==> src/rtl/mem_ctrl.sv <==
// mem_ctrl: MEM-stage load/store sequencer running req/ack bus transactions with stall, write-back and error pulse
//   clk, rst             : clock, asynchronous active-high reset
//   i_mem_op/addr/wdata  : access request from ex_mem (01 load, 10 store, 00/11 none)
//   i_w_reg_addr, i_wd   : load destination and its write enable
//   bus_*                : data-memory req/ack bus
//   stall_req            : combinational pipeline hold
//   o_w_reg_data/addr, o_wd : load write-back, valid for the single DONE cycle
//   mem_err              : one-cycle pulse on misaligned access or bus timeout
module mem_ctrl #(
  parameter int TIMEOUT = 15
) (
  input  logic        clk,
  input  logic        rst,
  input  logic [1:0]  i_mem_op,
  input  logic [31:0] i_mem_addr,
  input  logic [31:0] i_mem_wdata,
  input  logic [4:0]  i_w_reg_addr,
  input  logic        i_wd,
  output logic        bus_req,
  output logic        bus_we,
  output logic [31:0] bus_addr,
  output logic [31:0] bus_wdata,
  input  logic        bus_ack,
  input  logic [31:0] bus_rdata,
  output logic        stall_req,
  output logic [31:0] o_w_reg_data,
  output logic [4:0]  o_w_reg_addr,
  output logic        o_wd,
  output logic        mem_err
);
  typedef enum logic [1:0] {IDLE, ACCESS, DONE} state_t;
  state_t state, state_nx;
  logic [7:0] cnt;
  logic [4:0] rd_q;
  logic wd_q, valid, aligned, accept, last;
  assign valid   = i_mem_op == 2'b01 || i_mem_op == 2'b10;
  assign aligned = i_mem_addr[1:0] == 2'b00;
  assign accept  = state == IDLE && valid && aligned;
  // the counter holds the number of ACCESS cycles already spent without ack
  assign last    = cnt == 8'(TIMEOUT - 1);
  always_ff @(posedge clk or posedge rst)
    if (rst) state <= IDLE;
    else state <= state_nx;
  always_comb begin
    state_nx  = IDLE;
    stall_req = 1'b0;
    state_nx  = state == IDLE ? (accept ? ACCESS : IDLE) :
                state == ACCESS ? (bus_ack || last ? DONE : ACCESS) : IDLE;
    stall_req = accept || state == ACCESS;
  end
  always_ff @(posedge clk or posedge rst)
    if (rst) begin
      bus_req      <= 1'b0;
      bus_we       <= 1'b0;
      bus_addr     <= 32'h0;
      bus_wdata    <= 32'h0;
      rd_q         <= 5'h0;
      wd_q         <= 1'b0;
      cnt          <= 8'd0;
      o_wd         <= 1'b0;
      o_w_reg_data <= 32'h0;
      o_w_reg_addr <= 5'h0;
      mem_err      <= 1'b0;
    end else begin
      bus_req      <= state_nx == ACCESS;
      cnt          <= state == ACCESS ? cnt + 8'd1 : 8'd0;
      // ack on the final counted cycle is a success, so timeout needs !bus_ack
      mem_err      <= (state == IDLE && valid && !aligned) || (state == ACCESS && !bus_ack && last);
      o_wd         <= state == ACCESS && bus_ack && wd_q && !bus_we;
      o_w_reg_data <= state == ACCESS && bus_ack ? bus_rdata : 32'h0;
      o_w_reg_addr <= state == ACCESS && state_nx == DONE ? rd_q : 5'h0;
      if (accept) begin
        bus_we    <= i_mem_op[1];
        bus_addr  <= i_mem_addr;
        bus_wdata <= i_mem_wdata;
        rd_q      <= i_w_reg_addr;
        wd_q      <= i_wd;
      end
    end
endmodule

==> config.mk <==
export PLATFORM = sky130hd
export DESIGN_NAME = mem_ctrl
export DESIGN_NICKNAME = d
export VERILOG_FILES = /design/src/rtl/mem_ctrl.sv
export SDC_FILE = /design/constraint.sdc
export NUM_CORES = 1
export LEC_CHECK = 0
export BUFFER_PORTS_ARGS = -buffer_cell sky130_fd_sc_hd__buf_2
export CORE_ASPECT_RATIO = 0.8
export CORE_MARGIN = 5
export CORE_UTILIZATION = 45
export CTS_CLUSTER_SIZE = 10
export DETAILED_ROUTE_END_ITERATION = 7
export HOLD_SLACK_MARGIN = 0.08
export PLACE_DENSITY_LB_ADDON = 0.2
export SETUP_SLACK_MARGIN = 0.05
export SLEW_MARGIN = 20
export SYNTH_ARGS = -nofsm -noshare
export SYNTH_HDL_FRONTEND = slang
export SYNTH_SLANG_ARGS = --single-unit
==> constraint.sdc <==
create_clock -name clk -period 6.7 [get_ports clk]
set_clock_uncertainty 0.1 [all_clocks]
set_input_delay 1.34 -clock clk [delete_from_list [all_inputs] [get_ports clk]]
set_output_delay 1.34 -clock clk [all_outputs]
set_load 0.02 [all_outputs]
Word-level counts from Yosys, hierarchy flattened
Cells that the tools add are included.
{"block": "totals", "out_inout_bits": 106, "inputBits": 107, "word_cells": 44, "register_bits": 121}
{"block": "classes", "n_addsub": 1, "eq_ne": 6, "n_reduce_logical": 18, "n_mux": 7}
{"cell": "32-bit 2-to-1 mux", "count": 1}
{"cell": "1-bit logical AND", "count": 9}
{"cell": "8-bit by 1-bit adder with 8-bit output (second input constant)", "count": 1}
{"cell": "8-bit by 4-bit equality test with 1-bit output (second input constant)", "count": 1}
{"cell": "8-bit 2-to-1 mux", "count": 1}
{"cell": "2-bit by 1-bit equality test with 1-bit output (second input constant)", "count": 3}
{"cell": "2-bit 2-to-1 mux", "count": 3}
{"cell": "5-bit 2-to-1 mux", "count": 1}
{"cell": "2-bit equality test (second input constant)", "count": 2}
{"cell": "2-bit logical NOT", "count": 2}
{"cell": "1-bit logical OR", "count": 4}
{"cell": "1-bit logical NOT", "count": 3}
{"cell": "1-bit 2-to-1 mux", "count": 1}

Longest topological paths before layout
{"block": "depth", "ltp_word": 9, "mapped_depth": 5}

Worst setup path before layout
OpenSTA, ideal clock, no wires.
{"block": "synth_path", "path_kind": "input-to-output", "from": "input i_mem_op[1]", "to": "output stall_req", "setup_slack_ns": 3.176, "arrival_ns": 2.084, "cell_stages": 5, "t_required_ns": 5.260, "n_path_buf": 2, "path_cell_list": "xor2_1 -> nand3_1 -> buf_4 -> buf_6 -> nand2_1"}
{"block": "synth_between", "elab_chain_len": 5, "elab_cells_between_ends": 6, "classes_between": "eq/ne (2); reduce/logical (4)"}
{"item": "start, declared", "line": "14", "source": "input logic [1:0] i_mem_op,"}
{"item": "2-bit by 1-bit equality test with 1-bit output / 2-bit equality test (equally long branches)", "line": "36", "source": "assign valid = i_mem_op == 2'b01 || i_mem_op == 2'b10;"}
{"item": "1-bit logical OR *", "line": "36"}
{"item": "1-bit logical AND * (2 in a row)", "line": "38", "source": "assign accept = state == IDLE && valid && aligned;"}
{"item": "1-bit logical OR *", "line": "49", "source": "stall_req = accept || state == ACCESS;"}
{"item": "end, declared", "line": "25", "source": "output logic stall_req,"}
Every way passes the cells marked *; elsewhere a longest branch is shown, timed or not.

Worst setup path after layout
Ends and elaborated chain as after synthesis.

==> flow_metrics.tcl <==
set metrics [dict create \
    hold_path.class "flop to flop" \
    startpoint "i_mem_op[1]" \
    yosys.area.top_type "dfrtp_1" \
    slew-limit-headroom_pct 38.13 \
    finalMaxSlewViolations 0 \
    clockBufferDepth 2 \
    diodes 0 \
    clkTransAtPathRegs_ns 0.05 \
    root_buffer "clkbuf_16" \
    finalNonFillerCells 665 \
    std_cell_rows 33 \
    rsz0062_at_grt "false" \
    yosysMostFrequentCell "dfrtp_1" \
    switching_share_pct 28.53 \
    worst-path-max-fanout 33 \
    crit_path_cell_trace "buf_2, xor2_1, nand3_4, nand2_1, buf_2" \
    antenna_found_initial 0 \
    yosys.area_share.xor_xnor_pct 0.7553 \
    synthDistinctLibCells 29 \
    netlist_instances 296 \
    internal_power_mw 1.786 \
    cts_resized 0 \
    numCtsBuffers 17 \
    setup_tns_ns 0 \
    dpl.hpwl_um 7564 \
    overflow 0 \
    die_y_um 100.8 \
    drc_errors 0 \
    synth_ff_type "dfrtp_1" \
    setup_ws_ns 2.663 \
    io_buffers 212 \
    tightest_slew_ns 0.9281 \
    power_density_nw_per_um2 389.1 \
    synthTopCellsByArea "dfrtp_1, mux2_4, and3_1, mux2_2, buf_6" \
    crit_path_end_kind "primary output" \
    cts_tree "built" \
    min_from "bus_addr[1]$_DFFE_PP0P_" \
    wire_per_inst_um 15.97 \
    place_ws_ns 2.661 \
    yosys-top-cells-count "dfrtp_1, mux2_4, and3_1" \
    switchingPower_mw 0.7131 \
    synth_nets 405 \
    grt_usage_pct 17.41 \
    core_um2 10160 \
    grt_pass1_wl_um 16450 \
    io_pins 213 \
    syn2layout_area_growth_pct 38.47 \
    period_needed_ns 4.037 \
    required_ns 5.26 \
    combPwrFrac_pct 24.1 \
    chipWidth_um 123.5 \
    cpPeakStageDelay_ns 0.47 \
    setup_viol 0 \
    seq_power_share_pct 38.2 \
    dr_total_vias 3099 \
    yosys.area_share.simple_pct 8.497 \
    drv_cap 0 \
    cpMostUsedCell "buf_2" \
    timing_hold_violations_final 0 \
    power_frac_clock_pct 37.7 \
    design.die.area_um2 12450 \
    nNetsFinal 621 \
    place_inst 633 \
    path_delay_family "simple AND/OR/NAND/NOR gates" \
    synthMuxAreaShare_pct 21.20 \
    fin_crit_sh_pct 60.25 \
    ctsHoldBuffers 0 \
    drt_iter0_drc 117 \
    ys_warn_count 0 \
    path_buf_inv 2 \
    reg2reg_from "state[1]$_DFF_PP0_" \
    synth_top_family_by_area "multiplexers" \
    avgSynthCellArea_um2 15.67 \
    synthesis.area_um2 4638 \
    synthAdderAreaFrac_pct 0.5395 \
    viasPerCell 4.660 \
    grt_pass1_vias 3204 \
    routabilityCongestion 0.7635 \
    ys_async_sr_fraction_pct 100.0 \
    status "completed" \
    peakVddDrop_mv 0.2145 \
    cp.arrival_ns 2.60 \
    numClockSinks 121 \
    cp-start-kind "primary input" \
    yosysTopAreaCellShare_pct 65.28 \
    drive_gt1_share_pct 60.38 \
    synth_seq_cells 121 \
    clk_latency_ns 0.40 \
    wirelength_um 10620 \
    grt_max_degree 78 \
    slowest_stage "nand3_4" \
    total_leakage_power_nw 3.640 \
    synth_edf_count 0 \
    firstDrtPassIters 4 \
    post_cts_buffers 0 \
    yosysSeqAreaShare_pct 65.28 \
    crit_type "primary input to primary output" \
    htree_levels 4 \
    start_util_pct 45.66 \
    synth_compound_area_share_pct 1.079 \
    ant_nets 0 \
    fmax_ghz 0.2477 \
]
==> metal layers <==
| layer | global-route usage, % | routed length [µm] | vias up |
|---|---|---|---|
| li1 | - | - | 1451 |
| met4 | 7.745 | 199 | 0 |
| met5 | 0 | 0 | - |
| met3 | 6.117 | 976 | 17 |
| met1 | 22.02 | 4407 | 1493 |
| met2 | 27.11 | 5035 | 138 |
==> path summary, 6_finish.rpt <==
path | endpoint | slack (ns) | cells past startpoint
worst min register to register | bus_addr[1]$_DFFE_PP0P_ | 0.39 | 1
worst max-delay path | stall_req | 2.66 | 5
max in group asynchronous | cnt[7]$_DFF_PP0_ | 4.28 | 3
worst max register to register | rd_q[1]$_DFFE_PP0P_ | 4.41 | 4
worst min-delay path | bus_addr[1]$_DFFE_PP0P_ | 0.39 | 1
min in group asynchronous | bus_addr[5]$_DFFE_PP0P_ | 0.88 | 2
==> cell type report <==
type | instances | area, µm²
well taps | 140 | 175.2
fillers | 829 | 3735
multi-input cells | 156 | 1508
inverters | 2 | 10.01
clock buffers | 22 | 484.2
clock inverters | 10 | 141.4
flip-flops and latches | 121 | 3028
repair buffers | 214 | 1076
==> power groups by stage <==
stage	logic [mW]	clock network [mW]	registers (mW)
2_1_floorplan	0.231	0	1.13
3_3_place_gp	0.597	0	0.961
3_5_place_dp	0.612	0	0.962
4_1_cts	0.612	0.963	0.956
5_1_grt	0.642	1.00	0.972
6_report	0.603	0.942	0.955
==> cells by family (layout without fill, tap and decap cells) <==
group | after synthesis | in the layout
mux | 69 | 69
buf+inv | 19 | 248
flops | 121 | 121
simple gates | 73 | 73
fa+ha+maj | 2 | 2
compound gates | 8 | 8
xor+xnor | 4 | 4
==> stage by stage <==
step / power [mW] / hold WS, ns / utilization, % / instance area, µm²
final: 2.499 / 0.3869 / 63.23 / 6422
after global routing: 2.614 / 0.4047 / 63.23 / 6422
after CTS: 2.531 / 0.3893 / 63.23 / 6422
after detailed placement: 1.574 / 0.3698 / 57.07 / 5797
after global placement: 1.559 / 0.3678 / 57.02 / 5792
after floorplan: 1.358 / 0.3638 / - / 4638
==> cell usage in the layout, fill, tap and decap left out, drive strengths merged <==
master | Yosys | routed
or3 | 2 | 2
or4 | 1 | 1
bufinv | 0 | 3
nand2b | 1 | 1
and3 | 32 | 32
xor2 | 3 | 3
o21ai | 2 | 2
o32ai | 1 | 1
nand2 | 13 | 13
nor3 | 1 | 1
clkbuf | 7 | 22
a211o | 1 | 1
a21oi | 3 | 3
ha | 2 | 2
nand3 | 4 | 4
nand4 | 1 | 1
dfrtp | 121 | 121
nor2b | 1 | 1
and2 | 2 | 2
o211ai | 1 | 1
clkinv | 0 | 2
xnor2 | 1 | 1
buf | 10 | 214
mux2 | 69 | 69
nor2 | 13 | 13
and4b | 2 | 2
clkinvlp | 0 | 5
inv | 2 | 2
==> state kept, by name, summed over array words and instances, names as in the netlist <==
name and cells:
rd_q 5, mem_err 1, o_wd 1, bus_wdata 32, bus_addr 32, cnt 8
o_w_reg_data 32, wd_q 1, bus_req 1, o_w_reg_addr 5, bus_we 1, state 2
==> worst register-to-register path, cell delays in order (launching register included) <==
cell and delay [ns]:
dfrtp_1 0.40, nor2_1 0.10, nand3_4 0.41, buf_4 0.69, mux2_2 0.46
Power figures use the tool's default switching activity.
